## src/rtl/enet_mac_rx_framer.sv

```systemverilog
// MII receive framer: strips preamble/SFD, packs bytes little-endian into 32-bit
// words, checks the 802.3 FCS and flags the last word with tlast/crc_valid.
module enet_mac_rx_framer #(
  parameter int MAX_WORDS = 512
) (
  input  logic        clk_i,
  input  logic        rst_i,
  input  logic        rx_ce_i,
  input  logic        rx_dv_i,
  input  logic        rx_er_i,
  input  logic [3:0]  rx_d_i,
  output logic        outport_tvalid_o,
  output logic [31:0] outport_tdata_o,
  output logic [3:0]  outport_tstrb_o,
  output logic        outport_tlast_o,
  output logic        outport_crc_valid_o
);

  localparam logic [31:0] POLY    = 32'hEDB88320;
  localparam logic [31:0] RESIDUE = 32'hDEBB20E3;
  localparam logic [9:0]  LAST_W  = 10'(MAX_WORDS - 1);

  typedef enum logic [1:0] {IDLE, PREAMBLE, DATA, DISCARD} state_e;

  state_e      state_q, state_d;
  logic [31:0] crc_q, crc_d;
  logic [31:0] word_q, word_d;
  logic [31:0] hold_q, hold_d;
  logic        hold_vld_q, hold_vld_d;
  logic [1:0]  lane_q, lane_d;
  logic        nib_hi_q, nib_hi_d;
  logic [3:0]  low_q, low_d;
  logic [9:0]  wcnt_q, wcnt_d;
  logic        err_q, err_d;
  logic        any_q, any_d;
  logic        tvalid_q, tvalid_d;
  logic [31:0] tdata_q, tdata_d;
  logic [3:0]  tstrb_q, tstrb_d;
  logic        tlast_q, tlast_d;
  logic        crcok_q, crcok_d;
  logic [7:0]  byte_v;
  logic        good_v;

  function automatic logic [31:0] crc_nib(input logic [31:0] c, input logic [3:0] d);
    logic [31:0] r;
    r = c;
    for (int i = 0; i < 4; i++)
      r = (r[0] ^ d[i]) ? ((r >> 1) ^ POLY) : (r >> 1);
    return r;
  endfunction

  always_comb begin
    state_d    = state_q;
    crc_d      = crc_q;
    word_d     = word_q;
    hold_d     = hold_q;
    hold_vld_d = hold_vld_q;
    lane_d     = lane_q;
    nib_hi_d   = nib_hi_q;
    low_d      = low_q;
    wcnt_d     = wcnt_q;
    err_d      = err_q;
    any_d      = any_q;
    tvalid_d   = 1'b0;
    tdata_d    = '0;
    tstrb_d    = '0;
    tlast_d    = 1'b0;
    crcok_d    = 1'b0;
    byte_v     = {rx_d_i, low_q};
    // An odd trailing nibble (nib_hi_q still set) always spoils the frame.
    good_v     = (crc_q == RESIDUE) && !err_q && !nib_hi_q && any_q;
    if (rx_ce_i) begin
      unique case (state_q)
        IDLE: if (rx_dv_i) state_d = (rx_d_i == 4'h5) ? PREAMBLE : DISCARD;
        PREAMBLE: begin
          if (!rx_dv_i)               state_d = IDLE;
          else if (rx_d_i == 4'hD) begin
            state_d    = DATA;
            crc_d      = '1;
            word_d     = '0;
            hold_vld_d = 1'b0;
            lane_d     = '0;
            nib_hi_d   = 1'b0;
            wcnt_d     = '0;
            err_d      = 1'b0;
            any_d      = 1'b0;
          end else if (rx_d_i != 4'h5) state_d = DISCARD;
        end
        DATA: begin
          if (rx_dv_i) begin
            crc_d = crc_nib(crc_q, rx_d_i);
            err_d = err_q | rx_er_i;
            if (!nib_hi_q) begin
              low_d    = rx_d_i;
              nib_hi_d = 1'b1;
            end else begin
              nib_hi_d = 1'b0;
              word_d[{lane_q, 3'b000} +: 8] = byte_v;
              if (lane_q == 2'd3) begin
                hold_d     = word_d;
                hold_vld_d = 1'b1;
                any_d      = 1'b1;
                word_d     = '0;
                lane_d     = '0;
              end else begin
                lane_d = lane_q + 2'd1;
              end
              // First byte of a new word proves the held word is not the last.
              if (lane_q == 2'd0 && hold_vld_q) begin
                tvalid_d   = 1'b1;
                tdata_d    = hold_q;
                tstrb_d    = 4'hF;
                hold_vld_d = 1'b0;
                wcnt_d     = wcnt_q + 10'd1;
                if (wcnt_q == LAST_W) begin
                  tlast_d = 1'b1;
                  state_d = DISCARD;
                end
              end
            end
          end else begin
            state_d = IDLE;
            if (lane_q != 2'd0) begin
              tvalid_d = 1'b1;
              tdata_d  = word_q;
              tstrb_d  = ~(4'hF << lane_q);
              tlast_d  = 1'b1;
              crcok_d  = good_v;
            end else if (hold_vld_q) begin
              tvalid_d = 1'b1;
              tdata_d  = hold_q;
              tstrb_d  = 4'hF;
              tlast_d  = 1'b1;
              crcok_d  = good_v;
            end
          end
        end
        DISCARD: if (!rx_dv_i) state_d = IDLE;
        default: state_d = IDLE;
      endcase
    end
  end

  always_ff @(posedge clk_i or negedge rst_i) begin
    if (!rst_i) begin
      state_q    <= IDLE;
      crc_q      <= '1;
      word_q     <= '0;
      hold_q     <= '0;
      hold_vld_q <= 1'b0;
      lane_q     <= '0;
      nib_hi_q   <= 1'b0;
      low_q      <= '0;
      wcnt_q     <= '0;
      err_q      <= 1'b0;
      any_q      <= 1'b0;
      tvalid_q   <= 1'b0;
      tdata_q    <= '0;
      tstrb_q    <= '0;
      tlast_q    <= 1'b0;
      crcok_q    <= 1'b0;
    end else begin
      state_q    <= state_d;
      crc_q      <= crc_d;
      word_q     <= word_d;
      hold_q     <= hold_d;
      hold_vld_q <= hold_vld_d;
      lane_q     <= lane_d;
      nib_hi_q   <= nib_hi_d;
      low_q      <= low_d;
      wcnt_q     <= wcnt_d;
      err_q      <= err_d;
      any_q      <= any_d;
      tvalid_q   <= tvalid_d;
      tdata_q    <= tdata_d;
      tstrb_q    <= tstrb_d;
      tlast_q    <= tlast_d;
      crcok_q    <= crcok_d;
    end
  end

  assign outport_tvalid_o    = tvalid_q;
  assign outport_tdata_o     = tdata_q;
  assign outport_tstrb_o     = tstrb_q;
  assign outport_tlast_o     = tlast_q;
  assign outport_crc_valid_o = crcok_q;

endmodule
```

## config.mk

```make
export PLATFORM = sky130hd
export DESIGN_NAME = enet_mac_rx_framer
export DESIGN_NICKNAME = d
export VERILOG_FILES = /design/src/rtl/enet_mac_rx_framer.sv
export SDC_FILE = /design/constraint.sdc
export NUM_CORES = 1
export LEC_CHECK = 0
export ABC_CLOCK_PERIOD_IN_PS = 5500
export CAP_MARGIN = 10
export CORE_ASPECT_RATIO = 0.8
export CORE_MARGIN = 3
export CORE_UTILIZATION = 63
export DETAILED_ROUTE_END_ITERATION = 16
export PLACE_DENSITY = 0.87
export SLEW_MARGIN = 20
export SYNTH_ARGS = -nofsm -noshare
export SYNTH_HDL_FRONTEND = slang
export SYNTH_SLANG_ARGS = --single-unit
```

## constraint.sdc

```tcl
create_clock -name clk_i -period 5.5 [get_ports clk_i]
set_input_delay 1.1 -clock clk_i [delete_from_list [all_inputs] [get_ports clk_i]]
set_output_delay 1.1 -clock clk_i [all_outputs]
set_load 0.02 [all_outputs]
```

==> flow_metrics.tcl, run 1 <==
set metrics [dict create \
    grt_max_degree 120 \
    antenna_found_initial 0 \
    cts_setup_buffers 0 \
    htree_levels 4 \
    startpoint_type "primary input" \
    worstMarginPinSlew_ns 0.969 \
    p_int_w 0.00263 \
    cap_violations 0 \
    swShare_pct 33.3 \
    diodes 0 \
    synthSimpleGateAreaFrac_pct 13.0 \
    grt_pass1_vias 5330 \
    power_switching_w 0.00131 \
    pwr-share-comb_pct 27.2 \
    cp-end-kind "register" \
    crit_family "compound AO/OA/AOI/OAI gates" \
    path_buf_inv 1 \
    yosys.area_share.xor_xnor_pct 6.63 \
    cts_resized 0 \
    slowest_delay_ns 0.79 \
    io_pins 48 \
    die_h_microns 101 \
    netlist_area_sq_mm 0.00706 \
    syn-num-nets 642 \
    synth_top_area_cell "dfrtp_1" \
    grtUsageTotal_pct 27.4 \
    synth_warnings 0 \
    cp.arrival_ns 3.61 \
    overflow 0 \
    yosysSeqAreaShare_pct 55.9 \
    via_per_inst 6.56 \
    ys_types 60 \
    final-setup-viol-count 0 \
    dp_hpwl_mm 10.1 \
    skew_ns 0.00891 \
    drtPass1Iterations 6 \
    maxSlewHeadroom_pct 34.9 \
    status "finished clean" \
    core_sq_mm 0.0106 \
    async_reset_ff_share_pct 100 \
    drtAntennaViolNets 0 \
    cts_buffers 17 \
    synth_seq_cells 156 \
    path_cells "clkdlybuf4s50_1, and3b_1, nand4b_1, o211ai_1, a22o_1" \
    wl_mm 16.5 \
    holdWs_ns 0.491 \
    total_power_w 0.00394 \
    drc 0 \
    grt_pass1_wl_mm 27.3 \
    synth_top_family_by_area "compound AO/OA/AOI/OAI gates" \
    nFillCells 656 \
    sequentialPowerShare_pct 43.4 \
    numPortBuffers 47 \
    cts.sinks 156 \
    rsz0062_at_grt "no" \
    avgSynthCellArea_sq_um 11.3 \
    max_clock_freq_mhz 307 \
    clkLatencyLatePin_ns 0.42 \
    routedWlPerCell_microns 20.5 \
    cts_tree "done" \
    finalCriticalPeriod_ns 3.25 \
    p_clk_share_pct 29.4 \
    synthTopCellsByCount "dfrtp_1, a21oi_1, a22o_1" \
    synth_flop_cell "dfrtp_1" \
    num_rows 33 \
    synth_edf_count 0 \
    p_leak_nw 3.50 \
    cellPowerDensity_mw_per_mm2 483 \
    via_count 5277 \
    gp_congestion 0.872 \
    synthAdderAreaFrac_pct 1.24 \
    hold_viol_final 0 \
    drt_iter0_drc 678 \
    yosysMostFrequentCell "dfrtp_1" \
    cp.required_ns 5.85 \
    start_util_pct 66.7 \
    synth-compound-area-share_pct 19.0 \
    die_x_microns 124 \
    crit_slowest_cell "o211ai_1" \
    worstPathMaxFanout 11 \
    netlist_top_cells_area "dfrtp_1, dfstp_2, a22o_1, a21oi_1, nor2b_1" \
    die-area_sq_mm 0.0125 \
    syn_to_final_growth_pct 15.5 \
    synth.area.mux_share_pct 1.06 \
    synthCells 626 \
    drive_above_1_share_pct 12.8 \
    hold_path_class "register to register" \
    drv_slew 0 \
    synth_top_area_share_pct 44.0 \
    cts_root_buffer "clkbuf_16" \
    path_class "primary input to register" \
    finalCritPeriodShare_pct 59.2 \
    clkTransAtPathRegs_ns 0.06 \
    final_nets 668 \
    vdd_drop_max_v 0.000291 \
    tns_ns 0 \
    cts_hold_buf 0 \
    ctsLongestPathBuffers 2 \
]
-- placed cells by master, fill, tap and decap left out, types with 4 or more instances in the layout --
| master | Yosys | layout |
|---|---|---|
| nand4b_1 | 6 | 6 |
| nor3_1 | 6 | 5 |
| buf_4 | 2 | 5 |
| nand4_1 | 4 | 4 |
| mux2_2 | 4 | 4 |
| xnor2_1 | 15 | 15 |
| clkdlybuf4s50_1 | 0 | 46 |
| o22a_1 | 10 | 10 |
| clkinvlp_4 | 0 | 4 |
| a21oi_1 | 64 | 64 |
| xor2_1 | 13 | 13 |
| o211ai_1 | 5 | 5 |
| dfstp_2 | 32 | 32 |
| nand3_1 | 7 | 7 |
| nor2_1 | 30 | 30 |
| dfrtp_1 | 124 | 124 |
| ha_1 | 7 | 7 |
| nor2b_1 | 36 | 36 |
| nand2_1 | 51 | 51 |
| o21ai_0 | 36 | 36 |
| a22o_1 | 62 | 62 |
| inv_1 | 7 | 7 |
| clkbuf_16 | 0 | 17 |
-- power by group through the flow --
stage,clock network [W],registers [W],logic (W)
5_1_grt,0.00122,0.00174,0.00117
3_5_place_dp,0,0.00171,0.00105
6_report,0.00116,0.00171,0.00107
4_1_cts,0.00116,0.00170,0.00106
3_3_place_gp,0,0.00170,0.00103
2_1_floorplan,0,0.00159,0.000885
-- path summary, 6_finish.rpt --
check	start	slack [ns]	depth (start not counted)	to
min in group asynchronous	rst_i	0.80	1	hold_q[30]$_DFFE_PN0P_
worst min-delay path	hold_q[1]$_DFFE_PN0P_	0.49	2	hold_q[1]$_DFFE_PN0P_
max in group asynchronous	rst_i	3.62	2	hold_q[21]$_DFFE_PN0P_
worst max register to register	lane_q[0]$_DFFE_PN0P_	2.58	6	word_q[4]$_DFFE_PN0P_
worst min register to register	hold_q[1]$_DFFE_PN0P_	0.49	2	hold_q[1]$_DFFE_PN0P_
worst max-delay path	rx_ce_i	2.25	5	word_q[22]$_DFFE_PN0P_
-- layer usage --
| metal | vias up | wire (microns) | GRT usage (%) |
|---|---|---|---|
| met3 | 42 | 1340 | 6.14 |
| met1 | 2658 | 6820 | 37.0 |
| li1 | 2307 | - | - |
| met5 | - | 0 | 0 |
| met2 | 270 | 7960 | 43.6 |
| met4 | 0 | 368 | 11.7 |
-- worst min-delay path: cells and delay by family (launching register included) --
family / cells / cell delay (ns)
DFF: 1 / 0.35
AOI/OAI and AO/OA: 1 / 0.06
and+or+nand+nor: 1 / 0.05
-- area by class of cell --
cell class | count | area [sq um] | area share (%)
tap | 140 | 175 | 2.15
inverter | 7 | 26.3 | 0.323
timing repair buffer | 52 | 512 | 6.28
sequential | 156 | 3940 | 48.4
multi-input combinational | 418 | 2900 | 35.6
clock inverter | 12 | 139 | 1.70
clock buffer | 20 | 447 | 5.48
-- per-stage QoR --
stage,instances,cell area [sq um],utilization (%),setup slack [ns]
floorplan,626,7060,-,3.02
global placement,773,7560,71.5,2.01
detailed placement,773,7560,71.5,1.92
finish,805,8150,77.1,2.25
CTS,805,8140,77.0,2.31
global route,805,8150,77.1,2.03
-- cell families after synthesis --
family	count (synthesis)
xor+xnor	38
simple gates	169
fa+ha+maj	7
buf+inv	52
flops	156
compound gates	197
mux	7
-- state kept, by name, summed over array words and instances (netlist names), 2 cells and up --
signal           cells
crc_q               32
hold_q              32
lane_q               2
low_q                4
outport_tdata_o     32
outport_tstrb_o      3
state_q              2
wcnt_q              10
word_q              32
No activity file was read; power rests on OpenSTA's default activity.
==> run 2, diff against run 1 <==
ABC_CLOCK_PERIOD_IN_PS = 3200   (was 5500)
CORE_UTILIZATION = 59   (was 63)
PLACE_DENSITY = 0.83   (was 0.87)
clock period = 3.2 ns   (was 5.5 ns; I/O delays follow)
==> run 2 against run 1 <==
  * Wire length is 1.2% higher
  * Hold slack got worse by 0.30 ns
  * Sequential cell count unchanged
  * Global-route usage decreased by 1.0 points
  * Critical endpoint is now wcnt_q[9]$_DFFE_PN0P_
  * Clock skew down 0.0011 ns
  * Combinational power grew 79%
  * Worst setup slack got worse by 1.8 ns
  * Clock power increased by 64%
  * Die area rose by 6.4%
==> flow_metrics.tcl, run 2 (synthesis gave the netlist of run 1 again) <==
set metrics [dict create \
    worstPathMaxFanout 13 \
    finalCritPeriodShare_pct 84.6 \
    grt_max_degree 65 \
    core_sq_mm 0.0116 \
    diodes 0 \
    die_x_microns 128 \
    numPortBuffers 47 \
    via_count 5239 \
    htree_levels 4 \
    rsz0062_at_grt "no" \
    clkLatencyLatePin_ns 0.42 \
    total_power_w 0.00674 \
    startpoint_type "register" \
    status "finished clean" \
    clkTransAtPathRegs_ns 0.06 \
    cts_hold_buf 0 \
    antenna_found_initial 0 \
    routedWlPerCell_microns 20.1 \
    cts_buffers 17 \
    final_core_util_pct 71.1 \
    grt_pass1_wl_mm 27.7 \
    grt_pass1_vias 5261 \
    worstMarginPinSlew_ns 0.718 \
    final-setup-viol-count 0 \
    vdd_drop_max_v 0.000503 \
    die-area_sq_mm 0.0133 \
    p_leak_nw 3.57 \
    skew_ns 0.00778 \
    hold_viol_final 0 \
    max_clock_freq_mhz 370 \
    cp-end-kind "register" \
    via_per_inst 6.31 \
    dp_hpwl_mm 10.4 \
    cellPowerDensity_mw_per_mm2 816 \
    cap_violations 0 \
    grtUsageTotal_pct 26.4 \
    drtPass1Iterations 5 \
    cts.sinks 156 \
    drt_iter0_drc 461 \
    die_h_microns 104 \
    cts_setup_buffers 0 \
    hold_path_class "primary input to async pin" \
    final_cell_mix "dfrtp_1, a21oi_1, a22o_1" \
    num_rows 35 \
    cts_resized 0 \
    gp_congestion 0.895 \
    nFillCells 776 \
    cp.required_ns 3.54 \
    path_class "register to register" \
    final_common_cell "dfrtp_1" \
    wl_mm 16.7 \
    drc 0 \
    tns_ns 0 \
    drtAntennaViolNets 0 \
    cts_root_buffer "clkbuf_16" \
    maxSlewHeadroom_pct 51.9 \
    final_nets 685 \
    finalCriticalPeriod_ns 2.71 \
    multi_input_area_sq_mm 0.00290 \
    overflow 0 \
    ctsLongestPathBuffers 2 \
    io_pins 48 \
    drive_above_1_share_pct 14.5 \
    cp.arrival_ns 3.05 \
    seqCellArea_sq_mm 0.00394 \
    cts_tree "done" \
    syn_to_final_growth_pct 17.0 \
    start_util_pct 60.8 \
    drv_slew 0 \
]
[run 2: layout make-up]
cell class              instances  share of cell area (%)
multi-input cells             418                    35.2
flip-flops and latches        156                    47.8
repair buffers                 69                    7.86
inverters                       7                   0.318
clock buffers                  23                    5.55
well taps                     148                    2.24
clock inverters                 9                    1.09
[run 2: path summary, 6_finish.rpt]
path | startpoint | cells after the start | endpoint | slack, ns
min in group clk_i | crc_q[9]$_DFFE_PN1P_ | 2 | crc_q[9]$_DFFE_PN1P_ | 0.48
setup reg to reg | lane_q[0]$_DFFE_PN0P_ | 6 | wcnt_q[9]$_DFFE_PN0P_ | 0.49
setup / recovery | lane_q[0]$_DFFE_PN0P_ | 6 | wcnt_q[9]$_DFFE_PN0P_ | 0.49
max in group asynchronous | rst_i | 2 | crc_q[15]$_DFFE_PN1P_ | 2.20
hold / removal | rst_i | 1 | outport_crc_valid_o$_DFF_PN0_ | 0.19
hold reg to reg | crc_q[9]$_DFFE_PN1P_ | 2 | crc_q[9]$_DFFE_PN1P_ | 0.48
[run 2: where the power goes]
part           internal, W  leakage, nW  total, W  switching (W)
Combinational     0.000909         1.29   0.00192        0.00101
Sequential         0.00247         2.03   0.00293       0.000465
Clock              0.00109        0.250   0.00190       0.000804
[run 2: routing by layer]
layer  global-route usage [%]  routed length, microns  up-vias
met5                        0                       0        -
met4                     8.11                     215        0
met3                     6.60                    1060       23
met2                     40.5                    8210      209
met1                     37.3                    7210     2680
li1                         -                       -     2327
[run 2: worst max-delay path, cell delays in order, from the launching register on]
cell	delay, ns
dfrtp_1	0.51
inv_1	0.17
ha_1	0.41
nand3_1	0.45
a2111oi_2	0.44
or4b_1	0.47
a21oi_1	0.18
[run 2: per-stage QoR]
stage / instances / instance area (sq um) / hold slack [ns] / worst slack [ns]
3_3_place_gp: 798 / 7710 / 0.463 / 0.495
5_1_grt: 830 / 8260 / 0.234 / 0.294
3_5_place_dp: 798 / 7710 / 0.468 / 0.415
4_1_cts: 830 / 8260 / 0.218 / 0.563
6_report: 830 / 8260 / 0.192 / 0.494
2_1_floorplan: 626 / 7060 / 0.344 / 1.07
==> run 3, diff against run 2 <==
ABC_CLOCK_PERIOD_IN_PS = 2280   (was 3200)
CORE_UTILIZATION = 53   (was 59)
PLACE_DENSITY = 0.79   (was 0.83)
clock period = 2.28 ns   (was 3.2 ns; I/O delays follow)
==> run 3 against run 2 <==
  * The run now ends with hold timing left
  * Maximum frequency increased by 30%
  * Non-clock buffer count increased by 36
  * Wire length decreased by 1.6%
  * Cell area increased by 4.9%
  * Sequential power increased by 39%
  * Final cell count increased by 7.6%
  * Die area increased by 11%
  * Global-route usage decreased by 2.7 points
  * Sequential share of layout area decreased by 2.2 points
  * Clock-buffer cell count decreased by 3
==> flow_metrics.tcl, run 3 (synthesis gave the netlist of run 1 again) <==
set metrics [dict create \
    status "finished, violations left" \
    violations "hold timing" \
    drt_iter0_drc 367 \
    num_rows 37 \
    stdcell_count 893 \
    vdd_drop_max_v 0.000743 \
    die_h_microns 109 \
    cts_tree "done" \
    grt_max_degree 58 \
    maxSlewHeadroom_pct 58.9 \
    drtAntennaViolNets 0 \
    holdWs_ns -0.000117 \
    final-setup-viol-count 0 \
    ff2ff_setup_slack_ns 0.20 \
    ctsLongestPathBuffers 2 \
    final_common_cell "dfrtp_1" \
    wl_mm 16.4 \
    htree_levels 4 \
    clkTransAtPathRegs_ns 0.06 \
    worstMarginPinSlew_ns 0.614 \
    use_met3_pct 5.21 \
    final_cell_mix "dfrtp_1, a21oi_1, a22o_1" \
    drv_slew 0 \
    io_pins 48 \
    clkLatencyLatePin_ns 0.42 \
    routedWlPerCell_microns 18.4 \
    drive_above_1_share_pct 19.8 \
    nFillCells 940 \
    hold_viol_final 2 \
    startpoint_type "register" \
    cts_buffers 17 \
    rsz0062_at_grt "no" \
    via_per_inst 5.87 \
    finalCriticalPeriod_ns 2.08 \
    met1_usage_pct 33.2 \
    syn_to_final_growth_pct 22.8 \
    cp.arrival_ns 2.43 \
    grtUsageTotal_pct 23.7 \
    pre_cts_ws_ns -0.0947 \
    path_class "register to register" \
    cp.required_ns 2.63 \
    met2_usage_pct 35.9 \
    busiest_layer "met2" \
    drc 0 \
    finalCritPeriodShare_pct 91.4 \
    crit_slowest_cell "or4b_1" \
    hold_path_class "primary input to async pin" \
    cts_root_buffer "clkbuf_16" \
    die-area_sq_mm 0.0147 \
    placed_cell_area_sq_mm 0.00808 \
    numPortBuffers 47 \
    grt_pass1_vias 5247 \
    design_area_sq_mm 0.00866 \
    cts.sinks 156 \
    via_count 5242 \
    dp.cells 861 \
    core_sq_mm 0.0129 \
    setup_slack_ns 0.196 \
    p_leak_nw 3.80 \
    die_x_microns 135 \
    start_util_pct 54.6 \
    dp_hpwl_mm 10.9 \
    antenna_found_initial 0 \
    diodes 0 \
    skew_ns 0.00862 \
    grt_pass1_wl_mm 26.9 \
    cts_setup_buffers 0 \
    worstPathMaxFanout 8 \
    max_clock_freq_mhz 480 \
    gp_congestion 0.896 \
    final_nets 721 \
    cellPowerDensity_mw_per_mm2 1130 \
    path_cells "inv_1, ha_2, nand3_2, a2111oi_2, or4b_1, a21oi_1" \
    final_core_util_pct 67.1 \
    cap_violations 0 \
    cp-end-kind "register" \
    drtPass1Iterations 5 \
    slowest_delay_ns 0.47 \
    overflow 0 \
]
==> run 3: where the power goes <==
group | total [W] | switching (W) | internal, W
clock | 0.00275 | 0.00109 | 0.00166
combinational | 0.00300 | 0.00148 | 0.00152
sequential | 0.00407 | 0.000605 | 0.00346
total | 0.00982 | 0.00318 | 0.00664
==> run 3: final timing paths <==
check | start | end | cells after the start
setup / recovery | lane_q[1]$_DFFE_PN0P_ | wcnt_q[9]$_DFFE_PN0P_ | 6
hold / removal | rst_i | outport_tstrb_o[2]$_DFF_PN0_ | 1
setup reg to reg | lane_q[1]$_DFFE_PN0P_ | wcnt_q[9]$_DFFE_PN0P_ | 6
hold reg to reg | hold_q[28]$_DFFE_PN0P_ | hold_q[28]$_DFFE_PN0P_ | 2
max in group asynchronous | rst_i | crc_q[29]$_DFFE_PN1P_ | 2
min in group clk_i | hold_q[28]$_DFFE_PN0P_ | hold_q[28]$_DFFE_PN0P_ | 2
==> run 3: layout make-up <==
class / instances / area, sq um / share of cell area (%)
flip-flops and latches: 156 / 3940 / 45.5
well taps: 175 / 219 / 2.53
clock inverters: 12 / 120 / 1.39
clock buffers: 20 / 457 / 5.27
inverters: 7 / 26.3 / 0.303
repair buffers: 105 / 982 / 11.3
multi-input cells: 418 / 2910 / 33.6
==> run 3: worst max-delay path: cells and delay by family (launching register included) <==
family                     cells  cell delay (ns)
buffers and inverters          1             0.16
adders and majority gates      1             0.28
AOI/OAI and AO/OA              2             0.47
and+or+nand+nor                2             0.67
DFF                            1             0.42
==> run 3: timing repair <==
item,CTS,global route
hold buffers,0,0
endpoints found under the setup margin,2,10
resized for setup,1,2
==> run 3: through the flow <==
step / setup TNS (ns) / power, W
after global routing: 0 / 0.0103
after CTS: 0 / 0.00986
after global placement: -0.197 / 0.00694
after detailed placement: -1.47 / 0.00706
final: 0 / 0.00982
after floorplan: 0 / 0.00598
==> run 3: layer usage <==
layer | up-vias | wire [microns]
met5 | - | 0
met4 | 0 | 349
met3 | 34 | 906
met2 | 179 | 7690
met1 | 2632 | 7480
li1 | 2397 | -
